==> src/rtl/serial_frame_collector.sv <==
`default_nettype none
// ============================================================================
// Module : serial_frame_collector
// Reassembles index-tagged serial bits into parallel frames and queues them
// in a small FIFO for a valid/ready consumer.
// Rev    : 1.0 - initial release
// ============================================================================
module serial_frame_collector #(
    parameter int FRAME_LEN  = 10,
    parameter int IDX_W      = 4,
    parameter int FIFO_DEPTH = 2
) (
    input  logic                 clk,
    input  logic                 rst_n,
    input  logic                 bit_in,
    input  logic [IDX_W-1:0]     idx_in,
    input  logic                 sample_en,
    output logic [FRAME_LEN-1:0] frame_data,
    output logic [4:0]           frame_ones,
    output logic                 frame_valid,
    input  logic                 frame_ready,
    output logic                 seq_err,
    output logic                 overflow,
    output logic [7:0]           frame_cnt
);
    localparam int c_ptr_w = (FIFO_DEPTH > 1) ? $clog2(FIFO_DEPTH) : 1;
    localparam int c_cnt_w = $clog2(FIFO_DEPTH + 1);
    localparam logic [IDX_W-1:0]   c_last_idx = IDX_W'(FRAME_LEN - 1);
    localparam logic [c_ptr_w-1:0] c_last_ptr = c_ptr_w'(FIFO_DEPTH - 1);
    localparam logic [c_cnt_w-1:0] c_full_cnt = c_cnt_w'(FIFO_DEPTH);

    typedef enum logic [0:0] {
        HUNT    = 1'b0,
        COLLECT = 1'b1
    } state_t;

    state_t                                 state_q, state_d;
    logic [IDX_W-1:0]                       expect_q, expect_d;
    logic [FRAME_LEN-1:0]                   partial_q, partial_d;
    logic [FIFO_DEPTH-1:0][FRAME_LEN-1:0]   data_q, data_d;
    logic [FIFO_DEPTH-1:0][4:0]             ones_q, ones_d;
    logic [c_ptr_w-1:0]                     wr_ptr_q, wr_ptr_d;
    logic [c_ptr_w-1:0]                     rd_ptr_q, rd_ptr_d;
    logic [c_cnt_w-1:0]                     count_q, count_d;
    logic                                   seq_err_q, seq_err_d;
    logic                                   overflow_q, overflow_d;
    logic [7:0]                             frame_cnt_q, frame_cnt_d;

    logic [FRAME_LEN-1:0] w_frame;
    logic [4:0]           w_ones;
    logic                 w_push;
    logic                 w_pop;
    logic                 w_full;
    logic                 w_accept;

    // Partial frame with the current sample merged in at the expected slot.
    always_comb begin
        w_frame = partial_q;
        for (int i = 0; i < FRAME_LEN; i++) begin
            if (expect_q == IDX_W'(i)) begin
                w_frame[i] = bit_in;
            end
        end
        w_ones = '0;
        for (int i = 0; i < FRAME_LEN; i++) begin
            w_ones = w_ones + {4'b0000, w_frame[i]};
        end
    end

    always_comb begin
        state_d   = state_q;
        expect_d  = expect_q;
        partial_d = partial_q;
        seq_err_d = 1'b0;
        w_push    = 1'b0;
        if (sample_en) begin
            case (state_q)
                HUNT: begin
                    if (idx_in == '0) begin
                        partial_d = {{(FRAME_LEN-1){1'b0}}, bit_in};
                        expect_d  = IDX_W'(1);
                        state_d   = COLLECT;
                    end
                end
                COLLECT: begin
                    if (idx_in == expect_q) begin
                        if (expect_q == c_last_idx) begin
                            w_push    = 1'b1;
                            expect_d  = '0;
                            partial_d = '0;
                        end else begin
                            partial_d = w_frame;
                            expect_d  = expect_q + 1'b1;
                        end
                    end else begin
                        seq_err_d = 1'b1;
                        if (idx_in == '0) begin
                            partial_d = {{(FRAME_LEN-1){1'b0}}, bit_in};
                            expect_d  = IDX_W'(1);
                        end else begin
                            partial_d = '0;
                            expect_d  = '0;
                            state_d   = HUNT;
                        end
                    end
                end
                default: state_d = HUNT;
            endcase
        end
    end

    // A full FIFO still takes a push when the head leaves on the same edge.
    always_comb begin
        w_pop    = (count_q != '0) && frame_ready;
        w_full   = (count_q == c_full_cnt);
        w_accept = w_push && (!w_full || w_pop);

        data_d      = data_q;
        ones_d      = ones_q;
        wr_ptr_d    = wr_ptr_q;
        rd_ptr_d    = rd_ptr_q;
        count_d     = count_q;
        overflow_d  = w_push && !w_accept;
        frame_cnt_d = frame_cnt_q;

        if (w_accept) begin
            data_d[wr_ptr_q] = w_frame;
            ones_d[wr_ptr_q] = w_ones;
            wr_ptr_d         = (wr_ptr_q == c_last_ptr) ? '0 : wr_ptr_q + 1'b1;
            frame_cnt_d      = frame_cnt_q + 8'd1;
        end
        if (w_pop) begin
            rd_ptr_d = (rd_ptr_q == c_last_ptr) ? '0 : rd_ptr_q + 1'b1;
        end
        case ({w_accept, w_pop})
            2'b10:   count_d = count_q + 1'b1;
            2'b01:   count_d = count_q - 1'b1;
            default: count_d = count_q;
        endcase
    end

    always_ff @(posedge clk) begin
        if (!rst_n) begin
            state_q     <= HUNT;
            expect_q    <= '0;
            partial_q   <= '0;
            data_q      <= '0;
            ones_q      <= '0;
            wr_ptr_q    <= '0;
            rd_ptr_q    <= '0;
            count_q     <= '0;
            seq_err_q   <= 1'b0;
            overflow_q  <= 1'b0;
            frame_cnt_q <= '0;
        end else begin
            state_q     <= state_d;
            expect_q    <= expect_d;
            partial_q   <= partial_d;
            data_q      <= data_d;
            ones_q      <= ones_d;
            wr_ptr_q    <= wr_ptr_d;
            rd_ptr_q    <= rd_ptr_d;
            count_q     <= count_d;
            seq_err_q   <= seq_err_d;
            overflow_q  <= overflow_d;
            frame_cnt_q <= frame_cnt_d;
        end
    end

    assign frame_data  = data_q[rd_ptr_q];
    assign frame_ones  = ones_q[rd_ptr_q];
    assign frame_valid = (count_q != '0);
    assign seq_err     = seq_err_q;
    assign overflow    = overflow_q;
    assign frame_cnt   = frame_cnt_q;

endmodule
`default_nettype wire
==> config.mk <==
export PLATFORM = sky130hd
export DESIGN_NAME = serial_frame_collector
export DESIGN_NICKNAME = d
export VERILOG_FILES = /design/src/rtl/serial_frame_collector.sv
export SDC_FILE = /design/constraint.sdc
export NUM_CORES = 1
export LEC_CHECK = 0
export ABC_AREA = 1
export CORE_MARGIN = 5
export CORE_UTILIZATION = 48
export DETAILED_ROUTE_END_ITERATION = 8
export GPL_TIMING_DRIVEN = 0
export PLACE_DENSITY = 0.74
export SETUP_SLACK_MARGIN = 0.02
export SLEW_MARGIN = 20
export SYNTH_ARGS = -nofsm -noshare
export SYNTH_HDL_FRONTEND = slang
export SYNTH_SLANG_ARGS = --single-unit
==> constraint.sdc <==
create_clock -name clk -period 3.93 [get_ports clk]
set_input_delay 0.9825 -clock clk [delete_from_list [all_inputs] [get_ports clk]]
set_output_delay 0.9825 -clock clk [all_outputs]
set_load 0.01 [all_outputs]
======== Yosys cells after proc, flatten, opt, wreduce, memory -nomap -nowiden ========
Cells that the tools add are included.
storage, ports and cells
  word-level logic and storage cells ...... 100
  bits of input ports ..................... 9
  output and inout bits ................... 26
  register bits ........................... 59
cells by class
  reduce and logical (&&, ||, !) cells .... 13
  $add $sub $neg .......................... 15
  muxes and demuxes ....................... 41
  bitwise operators ....................... 1
  $lt $le $gt $ge ......................... 3
  eq/ne operators ......................... 14
operators with widths
  cell                   number
  $mux W10               6
  $add A5 B1 Y5          5
  $mux W1                21
  $bwmux W20             1
  $pmux W10 S2           1
  $eq A4 B3 Y1 const B   4
  $mux W5                3
  $mux W4                3
  $bwmux W10             1
  $demux W10 S1          1
  $add A8 B1 Y8 const B  1
  $eq A4 B2 Y1 const B   2
  $eq A4 B4 Y1 const B   2
  $logic_not A4 Y1       2
  $pmux W4 S2            1
  $add A4 B1 Y5          1
  $demux W5 S1           1
  $add A3 B1 Y4          1
  $add A4 B1 Y4 const B  1
  $eq A2 B2 Y1 const B   2
  $eq A4 B1 Y1 const B   1
  $eq A4 B4 Y1           1
  $logic_and A1 B1 Y1    4
  $lt A1 B2 Y1 const B   2
  other kinds (16)       19

======== Depth between registers and ports, before layout ========
  depth after elaboration ................. 12
  depth in mapped cells ................... 17
  gate-level depth less buffers ........... 17

======== Worst setup path after synthesis ========
No wires, ideal clock.
  kind .................................... input -> register
  from .................................... input bit_in
  to ...................................... register ones_q[1] (netlist bit)
  data arrival time ....................... 3837 ps
  stages .................................. 13
  buffers on the path ..................... 0
  setup time .............................. 116 ps
  required time ........................... 3814 ps
  slack ................................... -23 ps
  cell sequence ........................... inv_1 > o21ai_0 > inv_1 > fa_1 > fa_1 > inv_1 > fa_1 > ha_1 > inv_1 > fa_1 > inv_1 > o21ai_0 > nor2_1
between the ends
  longest elaborated chain between the ends .. 11
  elaborated cells on any way between the ends .. 20
  classes of those cells .................. add/sub (9); mux (11)
RTL lines
  element                      line  text
  from (decl)                  15    input logic bit_in,
  $mux W1                      60    if (expect_q == IDX_W'(i)) begin
  $add A1 B1 Y2                66    w_ones = w_ones + {4'b0000, w_frame[i]};
  $add A2 B1 Y3                66
  $add A3 B1 Y4                66
  $add A4 B1 Y5                66
  $add A5 B1 Y5 (4 in series)  66
  $add A5 B1 Y5 (*)            66
  $bwmux W10 (*)               128   ones_d[wr_ptr_q] = w_ones;
  to (signal assigned)         160   ones_q <= ones_d;
  to (decl)                    41    logic [FIFO_DEPTH-1:0][4:0] ones_q, ones_d;
Every way passes the cells marked *; elsewhere a longest branch is shown, timed or not.
A chain may end at the register's enable or synchronous reset.

======== Final worst setup path ========
  from .................................... input bit_in
  to ...................................... register ones_q[6] (netlist bit)
Same word-level chain as after synthesis.

==> summary.txt <==
Yosys
  • Synth warn: 0
  • Synth Area in Adders: 5.70%
  • Area share of the largest cell type after synthesis: 38.2%
  • Simple-Gate Fraction of Synth Area: 33.0%
  • Largest family of logic cells by synthesized area: simple AND/OR/NAND/NOR gates
  • Synth Area in XOR/XNOR: 0.293%
  • Synthesized flop and latch total: 57
  • Syn_area_per_cell: 6.62 µm²
  • Synth Cell Area: 2990 µm²
  • Compound-Gate Fraction of Synth Area: 12.2%
  • Post-synth top area cell: dfxtp_1
  • Cells after Synth: 451
  • Mux contribution to synthesized area: 0%
  • Synth area leaders: dfxtp_1 38%, nand2_1 15%, nor2_1 9.9%, inv_1 6.9%, o21ai_0 6.2%
  • Net Count, Synth: 470
  • Sequential element share of the synthesized area: 38.2%
  • Synth unique cells: 31

Critical path
  • Crit Path Class: in2reg
  • Critical path data required time: 4.16 ns
  • R2r setup slk: 0.23 ns
  • Reg2reg start: expect_q[2]
  • Crit path DAT: 4.01 ns
  • Startpoint types: primary input
  • Crit. End Element: flop
  • Crit Path Max Fanout: 7
  • Worst setup path startpoint: bit_in
  • R2R depth: 15
  • RR Endpoint: ones_q[6]

Job
  • Max-cap violations: 0

Power and ir drop
  • Combinational share of power: 4.5%
  • Pwr dens: 327 nW/µm²
  • Leakage: 0.00158 µW
  • Internal power: 942 µW
  • Sw Share: 21.8%
  • VDD IR max: 0.278 mV
  • Psw: 262 µW
  • Register share of total power: 48.1%
  • Clock power share: 47.4%

STA
  • Slew Limit Fails: 0
  • Crit share post-route: 96.3%
  • Post-Route Skew: 0.00575 ns
  • Final hold vios: 0
  • Final setup vio count: 0
  • Fmax: 264 MHz
  • TNS Setup: 0 ns
  • Relative slew slack: 57.3%
  • Slew @ Worst Pin: 0.634 ns
  • Min Tclk post-route: 3.78 ns
  • RSZ-0062 raised after global routing: no

Clocking
  • Clk sink count: 57
  • Hold_buf cts: 0
  • CTS buffer count: 9
  • Clk pin slew, worst setup/hold paths: 0.06 ns
  • Maximum number of buffers from clock root to sink: 2
  • Later-pin clock latency in the skew report: 0.34 ns
  • CTS root buf: clkbuf_8
  • H-tree depth: 3
  • CTS tree: done

Final layout
  • Final core utilization: 61.5%
  • Final Non-Filler Cells: 578
  • Most common cell after layout, fill and taps aside: nand2_1
  • Synth-to-layout area growth: 23.3%
  • Cell area after layout: 3680 µm²
  • Share of layout cells above drive strength 1: 10.1%
  • Most frequent cells in the layout: 115 x nand2_1, 78 x nor2_1, 54 x inv_1, 54 x dfxtp_1, 33 x o21ai_0
  • Nets: 517
  • Antenna diode count: 0

GRT
  • Gr usage total: 19.6%
  • GR peak layer: met2
  • Largest net degree at the start of global routing: 11
  • First-pass GRT wire length: 11.9 mm
  • Grt ovf: 0
  • Met2 Usage GRT: 33.5%
  • GR Util met3: 5.81%
  • Initial antenna violation count: 0
  • Grt met1 use: 23.4%
  • Vias in the first global route: 2,704

Floorplanning
  • Die area: 7900 µm²
  • Row cnt: 28
  • Die height: 88.9 µm
  • IO Pins: 35
  • Die Width: 88.9 µm
  • Core Box Area: 5990 µm²
  • Initial core utilization: 49.9%

Worst hold path
  • Hold Path Stages: 2
  • Hold crit path type: reg2reg
  • Hold Path Sink: partial_q[8]
  • Hold Crit Start: partial_q[8]

Placement
  • PortBufs: 33
  • Routability cong.: 0.878
  • Dpl cells: 559
  • HPWL Detailed: 5.04 mm
  • Area after DPL: 3410 µm²

Route
  • Routed Antenna Nets: 0
  • DRC: 0
  • First-pass detailed-route iteration total: 4
  • Via count: 2,894
  • Vias per cell: 5.01
  • Wire per inst: 12.1 µm
  • Final wirelength: 6.99 mm
  • DR iter-0 viols: 155

Status
  • Status: finished, final reports clean
[synthesized netlist by cell type, drive strengths merged]
master,number
a21oi,23
a31oi,2
and2,1
buf,8
clkbuf,8
clkinv,2
conb,1
dfxtp,57
fa,6
ha,4
inv,59
nand2,120
nand3,13
nand4,12
nor2,84
nor3,4
o211ai,1
o21a,4
o21ai,40
or2,1
xor2,1
[logic make-up after synthesis]
group	count (synthesis)
AND/OR/NAND/NOR	235
buffers and inverters	77
AO/OA/AOI/OAI	70
flip-flops	57
adder cells (fa/ha/maj)	10
XOR/XNOR	1
other	1
[power groups by stage]
stage	logic, µW	clock network, µW	registers, µW
after floorplan	31.1	0	592
after global placement	51.2	0	592
after detailed placement	52.3	0	592
after global routing	59.9	611	579
final	54.1	571	579
after CTS	53.3	582	579
[sequential cells by signal (all words and copies together) (netlist names)]
signal / cells
count_q: 2
data_q: 20
expect_q: 4
frame_cnt: 8
ones_q: 8
overflow: 1
partial_q: 10
rd_ptr_q: 1
seq_err: 1
state_q: 1
wr_ptr_q: 1
[area by class of cell]
class | count | area, µm²
clock buffer | 14 | 173
fill | 566 | 2310
sequential | 57 | 1140
timing repair buffer | 36 | 350
inverter | 61 | 229
tap | 75 | 93.8
multi-input combinational | 317 | 1570
buffer | 16 | 83.8
clock inverter | 2 | 35.0
[worst max-delay path by stage]
stage          slack [ns]         to
6_report             0.15  ones_q[6]
5_1_grt              0.05  ones_q[6]
3_5_place_dp        -1.06  ones_q[1]
3_3_place_gp        -0.97  ones_q[1]
2_1_floorplan        0.02  ones_q[1]
4_1_cts              0.07  ones_q[1]
[worst max-delay path: stages]
cell      delay, ns
clkbuf_4       0.17
inv_2          0.09
o21ai_4        0.20
inv_1          0.07
fa_1           0.46
fa_1           0.52
inv_1          0.05
fa_1           0.51
ha_2           0.18
inv_1          0.05
fa_1           0.47
inv_1          0.05
o21ai_0        0.15
nor2_1         0.05
[metal layers]
layer / vias to the layer above / routed length [µm] / share of wire [%]
met5: - / 0 / 0
met4: 0 / 99 / 1.4
met3: 9 / 298 / 4.3
met2: 48 / 3490 / 50
met1: 1333 / 3110 / 44
li1: 1504 / - / -
[stage by stage]
stage          hold slack, ns  total power (µW)  worst slack (ns)
6_report                0.464              1200             0.146
5_1_grt                 0.490              1250            0.0459
4_1_cts                 0.467              1210            0.0738
3_5_place_dp            0.457               644             -1.06
3_3_place_gp            0.452               643            -0.973
2_1_floorplan           0.436               623            0.0242
[repair_timing]
item                       in CTS  in global routing
pin swaps                       1                  3
setup endpoints to repair       8                  4
cloned                          0                  0
resized for setup              14                  9
setup buffers                   0                  3
Power figures use the tool's default switching activity.
